[src/rtl/sec_mon_pkg.sv]
// Shared definitions for the security monitor and its violation handler.
//
// Contents:
//   vh_state_e        - violation handler FSM state encoding
//   CAUSE_*_BIT       - bit positions inside the 3-bit viol_cause record
//   *_MIN / *_MAX     - legal ranges for the handler parameters
//   sat_inc8()        - 8-bit saturating increment used by the violation counter
package sec_mon_pkg;

    typedef enum logic [1:0] {
        ST_IDLE = 2'd0,
        ST_HOLD = 2'd1,
        ST_COOL = 2'd2,
        ST_LOCK = 2'd3
    } vh_state_e;

    localparam int CAUSE_W        = 3;
    localparam int CAUSE_DATA_BIT = 0;
    localparam int CAUSE_CODE_BIT = 1;
    localparam int CAUSE_WR_BIT   = 2;

    localparam int TIMER_W = 8;
    localparam int COUNT_W = 8;

    localparam int RST_HOLD_MIN = 1;
    localparam int RST_HOLD_MAX = 255;
    localparam int COOLDOWN_MIN = 0;
    localparam int COOLDOWN_MAX = 255;
    localparam int MAX_VIOL_MIN = 1;
    localparam int MAX_VIOL_MAX = 255;

    // Increment that sticks at all-ones instead of wrapping to zero.
    function automatic logic [COUNT_W-1:0] sat_inc8(input logic [COUNT_W-1:0] v);
        logic [COUNT_W-1:0] r;
        if (v == {COUNT_W{1'b1}}) begin
            r = v;
        end else begin
            r = v + {{(COUNT_W-1){1'b0}}, 1'b1};
        end
        return r;
    endfunction

endpackage

[src/rtl/violation_handler_hold_timer.sv]
// hold_timer: 8-bit loadable down-counter used for both the CPU reset pulse
// width and the post-pulse cooldown window.
//
// Ports:
//   clk, rst   - clock and asynchronous active-high reset (counter -> 0)
//   load       - load load_val this cycle (has priority over en)
//   load_val   - value to load
//   en         - decrement by one when the counter is non-zero
//   value      - current counter value
//   zero       - counter value is zero
module hold_timer
    import sec_mon_pkg::*;
(
    input  logic               clk,
    input  logic               rst,
    input  logic               load,
    input  logic [TIMER_W-1:0] load_val,
    input  logic               en,
    output logic [TIMER_W-1:0] value,
    output logic               zero
);

    logic [TIMER_W-1:0] cnt_q;
    logic [TIMER_W-1:0] cnt_d;

    always_comb begin
        cnt_d = cnt_q;
        if (load) begin
            cnt_d = load_val;
        end else if (en && (cnt_q != '0)) begin
            cnt_d = cnt_q - {{(TIMER_W-1){1'b0}}, 1'b1};
        end
    end

    always_ff @(posedge clk or posedge rst) begin
        if (rst) begin
            cnt_q <= '0;
        end else begin
            cnt_q <= cnt_d;
        end
    end

    assign value = cnt_q;
    assign zero  = (cnt_q == '0);

endmodule

[src/rtl/violation_handler.sv]
// violation_handler: turns the access monitor's violation level into a timed
// CPU reset pulse, records what caused it, counts accepted violations and
// latches a permanent-reset lockout once the count reaches MAX_VIOL.
//
// Parameters:
//   RST_HOLD  - CPU reset pulse width in cycles (1..255)
//   COOLDOWN  - cycles after the pulse during which violations are ignored (0..255)
//   MAX_VIOL  - accepted-violation count that triggers lockout (1..255)
//
// Ports:
//   clk, rst             - clock, asynchronous active-high reset
//   viol                 - violation level from the access monitor
//   pc                   - CPU program counter
//   data_en/code_en/code_wr, data_addr/code_addr - access qualifiers/addresses
//   clr_status           - software acknowledge, clears viol_valid only
//   cpu_rst_req          - registered CPU reset request
//   viol_valid           - a capture record is present
//   viol_pc, viol_addr   - captured pc and faulting address
//   viol_cause           - {code write, code fetch, data access}
//   viol_count           - accepted violations, saturating at 255
//   lockout              - permanent-reset state flag
//
// Every output is a flop; cpu_rst_req must be routed to the CPU reset tree
// downstream and never back into rst.
module violation_handler
    import sec_mon_pkg::*;
#(
    parameter int RST_HOLD = 8,
    parameter int COOLDOWN = 4,
    parameter int MAX_VIOL = 16
) (
    input  logic               clk,
    input  logic               rst,
    input  logic               viol,
    input  logic [15:0]        pc,
    input  logic               data_en,
    input  logic               code_en,
    input  logic               code_wr,
    input  logic [15:0]        data_addr,
    input  logic [15:0]        code_addr,
    input  logic               clr_status,
    output logic               cpu_rst_req,
    output logic               viol_valid,
    output logic [15:0]        viol_pc,
    output logic [15:0]        viol_addr,
    output logic [CAUSE_W-1:0] viol_cause,
    output logic [COUNT_W-1:0] viol_count,
    output logic               lockout
);

    // Elaboration-time parameter range checks.
    if ((RST_HOLD < RST_HOLD_MIN) || (RST_HOLD > RST_HOLD_MAX)) begin : g_bad_rst_hold
        $error("violation_handler: RST_HOLD out of range 1..255");
    end
    if ((COOLDOWN < COOLDOWN_MIN) || (COOLDOWN > COOLDOWN_MAX)) begin : g_bad_cooldown
        $error("violation_handler: COOLDOWN out of range 0..255");
    end
    if ((MAX_VIOL < MAX_VIOL_MIN) || (MAX_VIOL > MAX_VIOL_MAX)) begin : g_bad_max_viol
        $error("violation_handler: MAX_VIOL out of range 1..255");
    end

    // The timer is loaded with N-1 and the phase ends on the cycle it reads
    // zero, so a phase lasts exactly N cycles.
    localparam logic [TIMER_W-1:0] HOLD_LOAD  = TIMER_W'(RST_HOLD - 1);
    localparam logic [TIMER_W-1:0] COOL_LOAD  = (COOLDOWN > 0) ? TIMER_W'(COOLDOWN - 1) : '0;
    localparam logic               COOL_EN    = (COOLDOWN > 0);
    localparam logic [COUNT_W-1:0] MAX_VIOL_C = COUNT_W'(MAX_VIOL);

    vh_state_e          state_q, state_d;
    logic               cpu_rst_req_q, cpu_rst_req_d;
    logic               viol_valid_q, viol_valid_d;
    logic [15:0]        viol_pc_q, viol_pc_d;
    logic [15:0]        viol_addr_q, viol_addr_d;
    logic [CAUSE_W-1:0] viol_cause_q, viol_cause_d;
    logic [COUNT_W-1:0] viol_count_q, viol_count_d;
    logic               lockout_q, lockout_d;

    logic               timer_load;
    logic [TIMER_W-1:0] timer_load_val;
    logic               timer_en;
    logic               timer_zero;
    // Counter value is only observed through the zero flag here.
    logic [TIMER_W-1:0] timer_value_unused;

    hold_timer u_hold_timer (
        .clk      (clk),
        .rst      (rst),
        .load     (timer_load),
        .load_val (timer_load_val),
        .en       (timer_en),
        .value    (timer_value_unused),
        .zero     (timer_zero)
    );

    always_comb begin
        state_d        = state_q;
        cpu_rst_req_d  = cpu_rst_req_q;
        viol_valid_d   = viol_valid_q;
        viol_pc_d      = viol_pc_q;
        viol_addr_d    = viol_addr_q;
        viol_cause_d   = viol_cause_q;
        viol_count_d   = viol_count_q;
        lockout_d      = lockout_q;
        timer_load     = 1'b0;
        timer_load_val = HOLD_LOAD;
        timer_en       = 1'b0;

        // Acknowledge first so that an acceptance in the same cycle overrides it.
        if (clr_status) begin
            viol_valid_d = 1'b0;
        end

        case (state_q)
            ST_IDLE: begin
                if (viol) begin
                    viol_pc_d                    = pc;
                    viol_addr_d                  = data_en ? data_addr : code_addr;
                    viol_cause_d                 = '0;
                    viol_cause_d[CAUSE_DATA_BIT] = data_en;
                    viol_cause_d[CAUSE_CODE_BIT] = code_en;
                    viol_cause_d[CAUSE_WR_BIT]   = code_wr;
                    viol_valid_d                 = 1'b1;
                    viol_count_d                 = sat_inc8(viol_count_q);
                    cpu_rst_req_d                = 1'b1;
                    timer_load                   = 1'b1;
                    timer_load_val               = HOLD_LOAD;
                    state_d                      = ST_HOLD;
                end
            end

            ST_HOLD: begin
                if (timer_zero) begin
                    // viol_count_q already includes the violation that opened this pulse.
                    if (viol_count_q >= MAX_VIOL_C) begin
                        state_d   = ST_LOCK;
                        lockout_d = 1'b1;
                    end else if (COOL_EN) begin
                        state_d        = ST_COOL;
                        cpu_rst_req_d  = 1'b0;
                        timer_load     = 1'b1;
                        timer_load_val = COOL_LOAD;
                    end else begin
                        state_d       = ST_IDLE;
                        cpu_rst_req_d = 1'b0;
                    end
                end else begin
                    timer_en = 1'b1;
                end
            end

            ST_COOL: begin
                if (timer_zero) begin
                    state_d = ST_IDLE;
                end else begin
                    timer_en = 1'b1;
                end
            end

            ST_LOCK: begin
                cpu_rst_req_d = 1'b1;
                lockout_d     = 1'b1;
            end

            default: begin
                state_d       = ST_IDLE;
                cpu_rst_req_d = 1'b0;
            end
        endcase
    end

    always_ff @(posedge clk or posedge rst) begin
        if (rst) begin
            state_q       <= ST_IDLE;
            cpu_rst_req_q <= 1'b0;
            viol_valid_q  <= 1'b0;
            viol_pc_q     <= '0;
            viol_addr_q   <= '0;
            viol_cause_q  <= '0;
            viol_count_q  <= '0;
            lockout_q     <= 1'b0;
        end else begin
            state_q       <= state_d;
            cpu_rst_req_q <= cpu_rst_req_d;
            viol_valid_q  <= viol_valid_d;
            viol_pc_q     <= viol_pc_d;
            viol_addr_q   <= viol_addr_d;
            viol_cause_q  <= viol_cause_d;
            viol_count_q  <= viol_count_d;
            lockout_q     <= lockout_d;
        end
    end

    assign cpu_rst_req = cpu_rst_req_q;
    assign viol_valid  = viol_valid_q;
    assign viol_pc     = viol_pc_q;
    assign viol_addr   = viol_addr_q;
    assign viol_cause  = viol_cause_q;
    assign viol_count  = viol_count_q;
    assign lockout     = lockout_q;

endmodule

[config.mk]
export PLATFORM = sky130hd
export DESIGN_NAME = violation_handler
export DESIGN_NICKNAME = d
export VERILOG_FILES = /design/src/rtl/sec_mon_pkg.sv /design/src/rtl/violation_handler_hold_timer.sv /design/src/rtl/violation_handler.sv
export SDC_FILE = /design/constraint.sdc
export NUM_CORES = 1
export LEC_CHECK = 0
export CAP_MARGIN = 20
export CORE_MARGIN = 1.5
export CORE_UTILIZATION = 40
export CTS_CLUSTER_SIZE = 14
export DETAILED_ROUTE_END_ITERATION = 12
export HOLD_SLACK_MARGIN = 0.05
export PLACE_DENSITY = 0.81
export SLEW_MARGIN = 20
export SYNTH_ARGS = -nofsm -noshare
export SYNTH_HDL_FRONTEND = slang
export SYNTH_HIERARCHICAL = 1
export SYNTH_SLANG_ARGS = --single-unit
[constraint.sdc]
create_clock -name clk -period 2.32 [get_ports clk]
set_input_delay 0.464 -clock clk [delete_from_list [all_inputs] [get_ports clk]]
set_output_delay 0.464 -clock clk [all_outputs]
set_load 0.05 [all_outputs]
==> impl_metrics.sql <==
INSERT INTO impl_metrics (metric_group, metric, value, unit) VALUES
('synth', 'synth.area.top_cells', 'sky130_fd_sc_hd__dfrtp_1 (52%), sky130_fd_sc_hd__mux2_1 (6.2%), sky130_fd_sc_hd__mux2i_1 (5.9%), sky130_fd_sc_hd__o21ai_0 (4.3%), sky130_fd_sc_hd__ha_1 (4.2%)', ''),
('die', 'die_width', '85.3', 'µm'),
('sta', 'setup-tns-final', '0', 'ns'),
('clock_tree', 'clock-root-buffer', 'sky130_fd_sc_hd__clkbuf_8', ''),
('clock_tree', 'worst_skew_pair.late_latency', '0.31', 'ns'),
('synth', 'netlist.area_leader.share', '51.8', '%'),
('clock_tree', 'cts_buffers', '5', ''),
('die', 'design.portCount', '101', ''),
('cells_and_area', 'mostFrequentLayoutCells', 'sky130_fd_sc_hd__clkdlybuf4s50_1 (100), sky130_fd_sc_hd__dfrtp_1 (56), sky130_fd_sc_hd__nand2_1 (27)', ''),
('pwr', 'power.clock.fraction', '9.8', '%'),
('critical_path', 'path_delay_family', 'buffers and inverters', ''),
('placement', 'place.gp.congestion', '0.843', ''),
('sta', 'grt_setup_unrepaired', 'no', ''),
('drt', 'detailedRoute.firstPassIterationCount', '8', ''),
('outcome', 'run_status', 'finished, violations left', ''),
('cells_and_area', 'num-nets-final', '410', ''),
('synth', 'synth.ff_latch_count', '56', ''),
('critical_path', 'cp_slowest_stage_delay', '0.86', 'ns'),
('drt', 'drt_iter0_drc', '108', ''),
('critical_path', 'crit_type', 'reg2out', ''),
('critical_path', 'crit_path_cell_trace', 'clkdlybuf4s50_1', ''),
('pwr', 'power.combinational.fraction', '59.2', '%'),
('die', 'die-area', '7270', 'µm²'),
('pwr', 'seq_power_share', '31.0', '%'),
('run', 'max_cap_viol', '0', ''),
('critical_path', 'cp_num_buf_inv', '1', ''),
('synth', 'synth_flop_cell', 'sky130_fd_sc_hd__dfrtp_1', ''),
('die', 'floorplan.initialDensity', '41.9', '%'),
('global_route', 'grt_first_pass_wirelength', '9.61', 'mm'),
('cells_and_area', 'final_layout_size_suffix_gt1_share', '9.80', '%'),
('sta', 'worstMarginPinSlew', '0.668', 'ns'),
('drt', 'via_count', '2086', ''),
('drt', 'route.final.wire_length', '5.69', 'mm'),
('die', 'core_area', '6460', 'µm²'),
('outcome', 'failed_checks', 'DRC', ''),
('clock_tree', 'cts.clk_slew.worst_paths', '0.10', 'ns'),
('global_route', 'grt_overflow', '0', ''),
('clock_tree', 'cts_sinks', '56', ''),
('critical_path', 'rr_startpoint', 'u_hold_timer/value[0]', ''),
('critical_path', 'arrival', '1.69', 'ns'),
('cells_and_area', 'layout.cells.most_common', 'sky130_fd_sc_hd__clkdlybuf4s50_1', ''),
('drt', 'routed_wire_length_per_instance', '13.4', 'µm'),
('critical_path', 'critical-path-slowest-cell', 'sky130_fd_sc_hd__clkdlybuf4s50_1', ''),
('synth', 'yosysSeqAreaShare', '51.8', '%'),
('placement', 'pre_cts_ws', '0.0477', 'ns'),
('placement', 'dp.final_hpwl', '4.42', 'mm'),
('cells_and_area', 'area_delta_synth_final', '45.1', '%'),
('placement', 'port-buffer-count', '100', ''),
('die', 'fp.dieH', '85.3', 'µm'),
('sta', 'finalSetupViolCount', '0', ''),
('sta', 'setup_ws', '0.168', 'ns'),
('critical_path', 'critical_path.max_fanout', '7', ''),
('clock_tree', 'htreeDepth', '2', ''),
('sta', 'fin_crit_sh', '92.8', '%'),
('sta', 'timing.final.max_slew_violations', '0', ''),
('synth', 'synth_edf_count', '0', ''),
('critical_path', 'critical_path_required', '1.86', 'ns'),
('pwr', 'sw_frac_of_total', '48.3', '%'),
('synth', 'synth_largest_area_cell', 'sky130_fd_sc_hd__dfrtp_1', ''),
('synth', 'ys.warnings.count', '6', ''),
('global_route', 'grt_pass1_vias', '2055', ''),
('global_route', 'gr-usage-all-layers', '16.6', '%'),
('clock_tree', 'cts_tree', 'yes', ''),
('pwr', 'power_density_over_the_cells', '1420', 'nW/µm²'),
('sta', 'final-hold-violation-count', '0', ''),
('sta', 'fmax', '465', 'MHz'),
('synth', 'synth_cell_type_count', '44', ''),
('synth', 'postSynthAreaPerCell', '11.4', 'µm²'),
('sta', 'timing.final.crit_period', '2.15', 'ns'),
('drt', 'post_route_drc_violation_count', '2', ''),
('sta', 'timing.clock.skew', '0.0128', 'ns');
-- cells in the mapped netlist (all sizes together), types with 3 or more instances --
| cell type | n |
|---|---|
| mux2 | 24 |
| a21oi | 5 |
| nor2b | 4 |
| ha | 9 |
| nand4 | 3 |
| dfrtp | 56 |
| nand2 | 29 |
| inv | 11 |
| nor2 | 6 |
| nand3 | 7 |
| clkbuf | 4 |
| buf | 5 |
| xnor2 | 6 |
| mux2i | 16 |
| o21ai | 27 |
-- power groups by stage --
stage                     Combinational [mW]  Clock, mW  Sequential, mW
after floorplan                         1.03          0            2.97
after global placement                  3.27          0            1.74
after detailed placement                3.33          0            1.75
after CTS                               3.33      0.569            1.74
after global routing                    3.55      0.600            1.80
final                                   3.31      0.548            1.74
-- metrics by stage --
stage | power [mW] | hold slack [ns] | instance area, µm² | std cells | util [%]
2_1_floorplan | 3.99 | 0.280 | 2730 | 243 | -
3_3_place_gp | 5.01 | 0.461 | 3830 | 416 | 59.3
6_report | 5.60 | 0.440 | 3930 | 424 | 60.8
4_1_cts | 5.64 | 0.450 | 3920 | 424 | 60.7
3_5_place_dp | 5.08 | 0.470 | 3830 | 416 | 59.3
5_1_grt | 5.95 | 0.486 | 3930 | 424 | 60.8
-- per-layer routing --
layer | wire length [µm] | GRT usage (%) | vias up
li1 | - | - | 1029
met1 | 2440 | 21.2 | 975
met2 | 2690 | 27.0 | 76
met3 | 489 | 5.45 | 6
met4 | 78 | 5.28 | 0
met5 | 0 | 0 | -
-- layout make-up --
| class | instances | area (µm²) |
|---|---|---|
| fillers | 562 | 2530 |
| clock buffers | 5 | 68.8 |
| repair buffers | 105 | 1060 |
| multi-input cells | 167 | 1240 |
| flip-flops and latches | 56 | 1400 |
| inverters | 11 | 41.3 |
| clock inverters | 3 | 22.5 |
| well taps | 77 | 96.3 |
-- final timing paths --
| kind | to | slack [ns] |
|---|---|---|
| max | viol_count[6] | 0.17 |
| min | u_hold_timer/value[7] | 0.44 |
| max reg2reg | state_q[0] | 0.23 |
| min reg2reg | viol_addr[15] | 0.48 |
| max in group asynchronous | viol_pc[1] | 1.28 |
| min in group clk | viol_addr[15] | 0.48 |
-- kinds of logic (layout without fill, tap and decap cells) --
family / count (synthesis) / in the layout / synth area share, %
AOI/OAI and AO/OA: 40 / 40 / 8.36
adders and majority gates: 9 / 9 / 4.16
xor gates and xnor gates: 8 / 8 / 2.59
DFF: 56 / 56 / 51.8
other: 2 / 7 / 0.277
and+or+nand+nor: 63 / 63 / 13.2
muxes: 40 / 40 / 16.0
buffers and inverters: 20 / 124 / 3.65
-- worst reg2reg max path, stage by stage, from the launching register on --
cell and delay (ns):
sky130_fd_sc_hd__dfrtp_1 0.39, sky130_fd_sc_hd__inv_1 0.11, sky130_fd_sc_hd__ha_1 0.17, sky130_fd_sc_hd__or4b_4 0.51, sky130_fd_sc_hd__nor2_4 0.18, sky130_fd_sc_hd__nor2_1 0.08, sky130_fd_sc_hd__nor3_2 0.20, sky130_fd_sc_hd__mux2_2 0.36
-- state kept, by name, indices dropped and copies added, names as in the netlist, 2 cells and up --
register            count
u_hold_timer/value      8
viol_pc                16
viol_count              8
viol_cause              3
state_q                 2
viol_addr              16
-- timing repair --
item / CTS / global route
resized for setup: 0 / 3
hold buffers: 0 / 0
endpoints found under the setup margin: 0 / 10
setup buffers: 0 / 0
(Power assumes the default switching activity.)
